## src/rtl/spin_vector_cache_if.sv

```systemverilog
// Write, read and flip-report signals of the spin-vector cache.
// The DUT connects through the slave modport; the producer/consumer side uses master.
interface spin_vector_cache_if #(
  parameter int DATAWIDTH = 256,
  parameter int NUM_SLOTS = 4
);
  localparam int SLOTW = (NUM_SLOTS > 1) ? $clog2(NUM_SLOTS) : 1;
  localparam int CNTW  = $clog2(DATAWIDTH + 1);

  logic                 en_i;
  logic                 data_valid_i;
  logic                 data_ready_o;
  logic [SLOTW-1:0]     slot_i;
  logic [DATAWIDTH-1:0] data_i;
  logic [SLOTW-1:0]     rd_slot_i;
  logic [DATAWIDTH-1:0] data_o;
  logic [DATAWIDTH-1:0] data_cached_o;
  logic                 flip_valid_o;
  logic                 flip_ready_i;
  logic [SLOTW-1:0]     flip_slot_o;
  logic [DATAWIDTH-1:0] flip_mask_o;
  logic [CNTW-1:0]      flip_cnt_o;
  logic                 flip_first_o;

  modport slave (
    input  en_i, data_valid_i, slot_i, data_i, rd_slot_i, flip_ready_i,
    output data_ready_o, data_o, data_cached_o,
           flip_valid_o, flip_slot_o, flip_mask_o, flip_cnt_o, flip_first_o
  );

  modport master (
    output en_i, data_valid_i, slot_i, data_i, rd_slot_i, flip_ready_i,
    input  data_ready_o, data_o, data_cached_o,
           flip_valid_o, flip_slot_o, flip_mask_o, flip_cnt_o, flip_first_o
  );
endinterface

```

## src/rtl/spin_vector_cache.sv

```systemverilog
// Multi-slot spin-vector cache with same-cycle read bypass and a registered
// flip report (XOR mask + popcount against the previous vector of the slot).
module spin_vector_cache #(
  parameter int DATAWIDTH = 256,
  parameter int NUM_SLOTS = 4
) (
  input  logic                 clk_i,
  input  logic                 rst_ni,
  spin_vector_cache_if.slave   bus
);
  localparam int SLOTW = (NUM_SLOTS > 1) ? $clog2(NUM_SLOTS) : 1;
  localparam int CNTW  = $clog2(DATAWIDTH + 1);

  logic [DATAWIDTH-1:0] cache_q [NUM_SLOTS];
  logic [NUM_SLOTS-1:0] slot_valid_q;

  logic                 flip_valid_q;
  logic [SLOTW-1:0]     flip_slot_q;
  logic [DATAWIDTH-1:0] flip_mask_q;
  logic [CNTW-1:0]      flip_cnt_q;
  logic                 flip_first_q;

  logic                 wr_ready;
  logic                 hs;
  logic                 wr_in_range;
  logic                 old_valid;
  logic [DATAWIDTH-1:0] old_data;
  logic [DATAWIDTH-1:0] rd_cached;
  logic [DATAWIDTH-1:0] flip_mask_d;
  logic [CNTW-1:0]      flip_cnt_d;

  // Single-entry output stage: a draining report frees the slot for a new write.
  always_comb begin
    wr_ready = bus.en_i & (~flip_valid_q | bus.flip_ready_i);
    hs       = bus.en_i & bus.data_valid_i & wr_ready;
  end

  // Slot lookups by compare rather than indexing, so out-of-range ids read 0.
  always_comb begin
    wr_in_range = 1'b0;
    old_valid   = 1'b0;
    old_data    = '0;
    rd_cached   = '0;
    for (int i = 0; i < NUM_SLOTS; i++) begin
      if (bus.slot_i == SLOTW'(i)) begin
        wr_in_range = 1'b1;
        old_valid   = slot_valid_q[i];
        old_data    = cache_q[i];
      end
      if (bus.rd_slot_i == SLOTW'(i)) begin
        rd_cached = cache_q[i];
      end
    end
  end

  always_comb begin
    flip_mask_d = old_data ^ bus.data_i;
    flip_cnt_d  = '0;
    for (int j = 0; j < DATAWIDTH; j++) begin
      flip_cnt_d = flip_cnt_d + CNTW'(flip_mask_d[j]);
    end
  end

  always_ff @(posedge clk_i) begin
    if (!rst_ni) begin
      for (int i = 0; i < NUM_SLOTS; i++) begin
        cache_q[i] <= '0;
      end
      slot_valid_q <= '0;
      flip_valid_q <= 1'b0;
      flip_slot_q  <= '0;
      flip_mask_q  <= '0;
      flip_cnt_q   <= '0;
      flip_first_q <= 1'b0;
    end else if (!bus.en_i) begin
      // Report fields are left as-is; only validity is dropped.
      for (int i = 0; i < NUM_SLOTS; i++) begin
        cache_q[i] <= '0;
      end
      slot_valid_q <= '0;
      flip_valid_q <= 1'b0;
    end else if (hs && wr_in_range) begin
      for (int i = 0; i < NUM_SLOTS; i++) begin
        if (bus.slot_i == SLOTW'(i)) begin
          cache_q[i]      <= bus.data_i;
          slot_valid_q[i] <= 1'b1;
        end
      end
      flip_valid_q <= 1'b1;
      flip_slot_q  <= bus.slot_i;
      flip_mask_q  <= flip_mask_d;
      flip_cnt_q   <= flip_cnt_d;
      flip_first_q <= ~old_valid;
    end else if (bus.flip_ready_i) begin
      flip_valid_q <= 1'b0;
    end
  end

  assign bus.data_ready_o  = wr_ready;
  assign bus.data_cached_o = rd_cached;
  assign bus.data_o        = (hs && wr_in_range && (bus.slot_i == bus.rd_slot_i)) ?
                             bus.data_i : rd_cached;
  assign bus.flip_valid_o  = flip_valid_q;
  assign bus.flip_slot_o   = flip_slot_q;
  assign bus.flip_mask_o   = flip_mask_q;
  assign bus.flip_cnt_o    = flip_cnt_q;
  assign bus.flip_first_o  = flip_first_q;
endmodule

```

## src/flat_wrapper.sv

```systemverilog
// flat-port wrapper written by rule: the top's interface ports become plain ports
module spin_vector_cache_flat 
#(
  parameter int DATAWIDTH = 256,
  parameter int NUM_SLOTS = 4
)
  (clk_i, rst_ni, bus_en_i, bus_data_valid_i, bus_slot_i, bus_data_i, bus_rd_slot_i, bus_flip_ready_i, bus_data_ready_o, bus_data_o, bus_data_cached_o, bus_flip_valid_o, bus_flip_slot_o, bus_flip_mask_o, bus_flip_cnt_o, bus_flip_first_o);
  spin_vector_cache_if #(.DATAWIDTH(DATAWIDTH), .NUM_SLOTS(NUM_SLOTS)) bus_i ();
  input  logic clk_i;
  input  logic rst_ni;
  input wire logic [$bits(bus_i.en_i)-1:0] bus_en_i;
  input wire logic [$bits(bus_i.data_valid_i)-1:0] bus_data_valid_i;
  input wire logic [$bits(bus_i.slot_i)-1:0] bus_slot_i;
  input wire logic [$bits(bus_i.data_i)-1:0] bus_data_i;
  input wire logic [$bits(bus_i.rd_slot_i)-1:0] bus_rd_slot_i;
  input wire logic [$bits(bus_i.flip_ready_i)-1:0] bus_flip_ready_i;
  output wire logic [$bits(bus_i.data_ready_o)-1:0] bus_data_ready_o;
  output wire logic [$bits(bus_i.data_o)-1:0] bus_data_o;
  output wire logic [$bits(bus_i.data_cached_o)-1:0] bus_data_cached_o;
  output wire logic [$bits(bus_i.flip_valid_o)-1:0] bus_flip_valid_o;
  output wire logic [$bits(bus_i.flip_slot_o)-1:0] bus_flip_slot_o;
  output wire logic [$bits(bus_i.flip_mask_o)-1:0] bus_flip_mask_o;
  output wire logic [$bits(bus_i.flip_cnt_o)-1:0] bus_flip_cnt_o;
  output wire logic [$bits(bus_i.flip_first_o)-1:0] bus_flip_first_o;
  assign bus_i.en_i = bus_en_i;
  assign bus_i.data_valid_i = bus_data_valid_i;
  assign bus_i.slot_i = bus_slot_i;
  assign bus_i.data_i = bus_data_i;
  assign bus_i.rd_slot_i = bus_rd_slot_i;
  assign bus_i.flip_ready_i = bus_flip_ready_i;
  assign bus_data_ready_o = bus_i.data_ready_o;
  assign bus_data_o = bus_i.data_o;
  assign bus_data_cached_o = bus_i.data_cached_o;
  assign bus_flip_valid_o = bus_i.flip_valid_o;
  assign bus_flip_slot_o = bus_i.flip_slot_o;
  assign bus_flip_mask_o = bus_i.flip_mask_o;
  assign bus_flip_cnt_o = bus_i.flip_cnt_o;
  assign bus_flip_first_o = bus_i.flip_first_o;
  spin_vector_cache #(.DATAWIDTH(DATAWIDTH), .NUM_SLOTS(NUM_SLOTS)) u_core (.clk_i(clk_i), .rst_ni(rst_ni), .bus(bus_i));
endmodule
```

## config.mk

```make
export PLATFORM = sky130hd
export DESIGN_NAME = spin_vector_cache_flat
export DESIGN_NICKNAME = d
export VERILOG_FILES = /design/src/rtl/spin_vector_cache_if.sv /design/src/rtl/spin_vector_cache.sv /design/src/flat_wrapper.sv
export SDC_FILE = /design/constraint.sdc
export NUM_CORES = 2
export LEC_CHECK = 0
export ABC_AREA = 1
export BUFFER_PORTS_ARGS = -buffer_cell sky130_fd_sc_hd__buf_4
export CAP_MARGIN = 20
export CORE_MARGIN = 2
export CORE_UTILIZATION = 30
export DETAILED_ROUTE_END_ITERATION = 12
export PLACE_DENSITY = 0.59
export SKIP_LAST_GASP = 1
export SLEW_MARGIN = 20
export SYNTH_ARGS = -nofsm -noshare
export SYNTH_HDL_FRONTEND = slang
export SYNTH_SLANG_ARGS = --single-unit
```

## constraint.sdc

```tcl
create_clock -name clk_i -period 78.8 [get_ports clk_i]
set_input_delay 15.76 -clock clk_i [delete_from_list [all_inputs] [get_ports clk_i]]
set_output_delay 15.76 -clock clk_i [all_outputs]
set_load 0.005 [all_outputs]
```

# --- Word-level counts from Yosys, hierarchy flattened ---
# Memories as Yosys holds them, arrays and structs flattened.
# Cells that the tools add are included.
word_totals:
  memories: 1
  ram_bits: 1024
  regBits: 273
  inputBits: 265
  out_inout_bits: 782
  word_cells: 348
mem_list:
  columns: ["name", "words", "word_bits", "rd", "rd_clocked_by_memory_dff", "write_ports", "line", "rtl"]
  rows:
  - ["u_core.cache_q", 4, 256, 4, 0, 4, "spin_vector_cache.sv:14", "logic [DATAWIDTH-1:0] cache_q [NUM_SLOTS];"]
classes:
  n_mux: 50
  n_eq_ne: 7
  n_reduce_logical: 11
  add_sub_neg: 255
  bitwise_logic: 15
ops:
  columns: ["op", "count"]
  rows:
  - ["$mux W256", 17]
  - ["$add A9 B1 Y9", 254]
  - ["$xor A256 B256 Y256", 1]
  - ["$mux W1", 33]
  - ["$reduce_and A2 Y1", 6]
  - ["$or A1 B1 Y1", 9]
  - ["$eq A2 B2 Y1 const B", 4]
  - ["$eq A2 B1 Y1 const B", 2]
  - ["$logic_not A2 Y1", 2]
  - ["$and A1 B1 Y1", 3]
  - ["$add A1 B1 Y2", 1]
  - ["$eq A2 B2 Y1", 1]
  - ["$logic_and A1 B1 Y1", 2]
  - ["$not A1 Y1", 2]
  - ["$reduce_bool A2 Y1", 1]

# --- Longest topological paths before layout ---
depth:
  word_depth: 261
  depth_mapped: 40
  ltp_nobuf: 37

# --- Worst setup path before layout ---
# OpenSTA, ideal clock, no wires.
synth_timing:
  path_kind: "input-to-reg"
  from: "input port bus_flip_ready_i"
  to: "memory u_core.cache_q[1][0], enable pin"
  required_time_ns: 77.572
  cell_stages: 7
  slack_ns: 43.187
  n_path_buf: 3
  setup_ns: 1.228
  t_arrival_ns: 34.386
  cell_sequence: "inv_1 > nand2_1 > nand3_1 > clkbuf_1 > clkbuf_1 > clkbuf_1 > o21ai_0"
synth_rtl:
  columns: ["element", "line", "rtl"]
  rows:
  - ["start: declaration", "flat_wrapper.sv:16", "input wire logic [$bits(bus_i.flip_ready_i)-1:0] bus_flip_ready_i;"]
  - ["end: declaration", "spin_vector_cache.sv:14", null]

# --- Worst setup path in the final report ---
layout_timing:
  from: "input port bus_rd_slot_i[1]"
  to: "output port bus_data_o[215]"
layout_between:
  elab_chain_len: 6
  elab_cells_between_ends: 11
  cone_classes: "4 x eq/ne; 5 x mux; 2 x reduce/logical"
layout_lines:
  columns: ["element", "line", "rtl"]
  rows:
  - ["start: declaration", "flat_wrapper.sv:15", "input wire logic [$bits(bus_i.rd_slot_i)-1:0] bus_rd_slot_i;"]
  - ["$logic_not A2 Y1", "spin_vector_cache.sv:50", "if (bus.rd_slot_i == SLOTW'(i)) begin"]
  - ["$mux W256 (4 in a row)", "spin_vector_cache.sv:50", null]
  - ["$mux W256 (*)", "spin_vector_cache.sv:101", "assign bus.data_o = (hs && wr_in_range && (bus.slot_i == bus.rd_slot_i)) ?"]
  - ["end: declaration", "flat_wrapper.sv:18", "output wire logic [$bits(bus_i.data_o)-1:0] bus_data_o;"]
# Mark *: on every way between the ends. The rest lies on a longest branch, timed or not.

==> reports/qor.txt <==
IO Pins -> 1047
vias per cell -> 5.191
area growth from synthesis to layout -> 21.26%
final WL -> 355.8 mm
setup TNS -> 0 ns
GRT Residual Overflow -> 0
Mapped Avg Cell Area -> 7.843 sq um
initial core utilization -> 30.20%
Tmin final -> 35.95 ns
FMAX -> 0.02782 GHz
Slew Limit Fails -> 0
Worst Setup End Kind -> primary output
layout cells sized above 1 -> 15.70%
Hold Buf Count CTS -> 0
DPL Wire Length -> 242.3 mm
FF/Latch Area -> 33650 sq um
FF-to-FF End -> u_core.bus.flip_cnt_o[6]$_SDFFE_PN0P_
Crit path depth -> 12
CP delay by family, top -> buffers and inverters
hold depth -> 2
Endpoint, Worst Hold -> u_core.slot_valid_q[2]$_SDFFE_PN0P_
H-tree levels -> 4
TritonRoute pass-1 iters -> 7
post-synthesis sequential area ratio -> 45.22%
Mapped Area -> 74410 sq um
Num CTS Buffers -> 156
clk root buf -> clkbuf_16
Final Cycle Share -> 45.62%
die footprint -> 252000 sq um
Worst-path clk slew -> 0.06 ns
max cap viols -> 0
area of the multi-input gates -> 34340 sq um
global-route wire length before repair -> 491.8 mm
Synth Instances -> 9488
reg2reg start -> u_core.cache_q[3][240]$_SDFFCE_PN0P_
IO buf count -> 1046
Yosys reg bits -> 1297
WP buf/inv -> 7
critical path, cell by cell -> buf_4, inv_8, nor2_4, buf_4, buf_4, buf_4, buf_4, nand2_1, o2111ai_1, nand2_1, o21ai_0, buf_4
# rows -> 182
# resized after CTS -> 0
clock buffer depth -> 3
Critical Path Source Type -> primary input
Fin. Hold Viols -> 0
mean routed wirelength per cell -> 26.07 um
arrival time worst endpoint -> 20.19 ns
most numerous cell on the critical path -> buf_4
total clock sinks -> 1297
number of global-route vias before repair -> 64232
relative slew slack -> 20.50%
initial antenna violation count -> 23
RSZ-0062 raised after global routing -> false
Slew @ Worst Pin -> 1.193 ns
Setup CP Type -> in2out
Routed Antenna Nets -> 0
Post-CTS Setup Inserts -> 0
dpl ws -> 43.06 ns
post-route setup slack -> 42.85 ns
Yosys warnings -> 0
largest net degree at the start of global routing -> 114
critical path's slowest cell -> buf_4
Netlist cell types -> 30
Die Wd -> 502.0 um
final clock skew -> 0.03719 ns
syn nets -> 10035
final core occ -> 36.62%
GRT Overall Usage -> 27.18%
hold_sp -> u_core.slot_valid_q[2]$_SDFFE_PN0P_
routability cong. -> 0.8770
Setup-failing EPs final -> 0
setup slack, reg-to-reg -> 68.98 ns
Synth area leader -> edfxtp_1
Starting DRT DRC Count -> 8194
critical-path maximum fanout -> 60
Hold Crit Class -> reg2reg
post-synth top area share -> 30.99%
total number of vias -> 70840
Residual DRC -> 0
Required @ worst endpoint -> 63.04 ns
max incr delay on CP -> 0.71 ns
Clock Latency Late Sink -> 0.82 ns
CTS tree -> built
Reg2Reg Depth -> 27
Nets -> 10735
core area -> 246400 sq um
Area contributors post-synth -> edfxtp_1 31%, dfxtp_1 14%, nand2_1 13%
fillers -> 25591
status -> finished, final reports clean
Die H -> 502.0 um
## stage by stage
step / instances / area (sq um) / hold WS (ns)
3_5_place_dp: 13342 / 84980 / 0.4410
6_report: 13646 / 90230 / 0.4480
2_1_floorplan: 9488 / 74410 / 0.4257
4_1_cts: 13632 / 90200 / 0.4501
3_3_place_gp: 13341 / 84960 / 0.4374
5_1_grt: 13639 / 90210 / 0.4815
## layer usage
metal,up-vias,track usage (%),wire [um]
met5,-,0,65
met4,12,13.86,20070
met3,699,5.834,36330
met2,4064,41.93,156900
met1,33791,35.79,142400
li1,32274,-,-
## how the worst max path moves through the flow
stage                           from                                  to
floorplan           bus_flip_ready_i  u_core.cache_q[1][0]$_SDFFCE_PN0P_
global placement    bus_rd_slot_i[1]                     bus_data_o[181]
detailed placement  bus_rd_slot_i[1]                     bus_data_o[215]
CTS                 bus_rd_slot_i[1]                     bus_data_o[215]
global route        bus_rd_slot_i[1]                     bus_data_o[176]
finish              bus_rd_slot_i[1]                     bus_data_o[215]
## final cells by class
| type | count | area share, % |
|---|---|---|
| Multi-Input combinational cell | 6519 | 38.05 |
| Sequential cell | 1297 | 37.30 |
| Timing Repair Buffer | 1158 | 9.805 |
| Clock buffer | 227 | 5.017 |
| Tap cell | 3312 | 4.593 |
| Inverter | 1056 | 4.435 |
| Clock inverter | 63 | 0.7627 |
| Antenna cell | 14 | 0.03883 |
## cells by family (layout without fill, tap and decap cells)
logic type	count (synthesis)	in the layout	synth area share [%]
other	0	14	0
XOR/XNOR	4	4	0.04709
adder cells (fa/ha/maj)	282	282	7.183
flip-flops	1297	1297	45.22
buffers and inverters	1672	2504	8.821
AND/OR/NAND/NOR	4645	4645	26.14
AO/OA/AOI/OAI	1588	1588	12.58
## flip-flops by register name, summed over array words and instances, names as in the netlist
register,count
u_core.bus.flip_mask_o,256
u_core.cache_q,1024
u_core.bus.flip_cnt_o,9
u_core.bus.flip_valid_o,1
u_core.bus.flip_slot_o,2
u_core.bus.flip_first_o,1
u_core.slot_valid_q,4
## Yosys cell counts, drive strengths merged
library cell  instances
a21oi               269
and2                126
buf                 258
clkbuf              358
dfxtp               529
edfxtp              768
fa                  242
ha                   40
inv                1056
nand2              2656
nand3               818
nand4                68
nor2                782
o2111ai             192
o211ai               14
o21a                136
o21ai               850
o21bai              127
or2                 195
xnor2                 1
xor2                  3
## layout by cell type (no fill, tap or decap), types with 126 or more instances in the layout
| master | Yosys | layout |
|---|---|---|
| inv_1 | 1052 | 1048 |
| nor2_1 | 779 | 777 |
| dfxtp_1 | 529 | 529 |
| o2111ai_1 | 192 | 192 |
| and2_1 | 126 | 126 |
| a21oi_1 | 269 | 269 |
| o21a_1 | 136 | 136 |
| edfxtp_1 | 768 | 768 |
| nand2_1 | 2655 | 2647 |
| o21ai_0 | 850 | 849 |
| o21bai_1 | 127 | 127 |
| clkbuf_16 | 0 | 161 |
| or2_2 | 195 | 194 |
| fa_1 | 242 | 242 |
| nand3_1 | 818 | 816 |
| buf_4 | 4 | 1144 |
## worst reg2reg max path: stages (launching register included)
cell and delay, ns:
edfxtp_1 0.38, or2_2 0.31, nand2_1 0.08, nand2_1 0.06, and2_1 0.15, fa_1 0.65, inv_1 0.11, fa_1 0.73
fa_1 0.61, fa_1 0.56, inv_1 0.08, fa_1 0.64, inv_1 0.10, fa_1 0.53, fa_1 0.53, fa_1 0.52
fa_1 0.57, inv_1 0.07, fa_1 0.52, fa_1 0.45, fa_1 0.56, fa_1 0.52, o21ai_0 0.48, nand2_1 0.14
nand3_1 0.11, nand3_1 0.11, nand2_1 0.11, inv_1 0.04
Power is not shown: default switching activity piles up to over one toggle a cycle in this logic, so the estimate is an artifact.
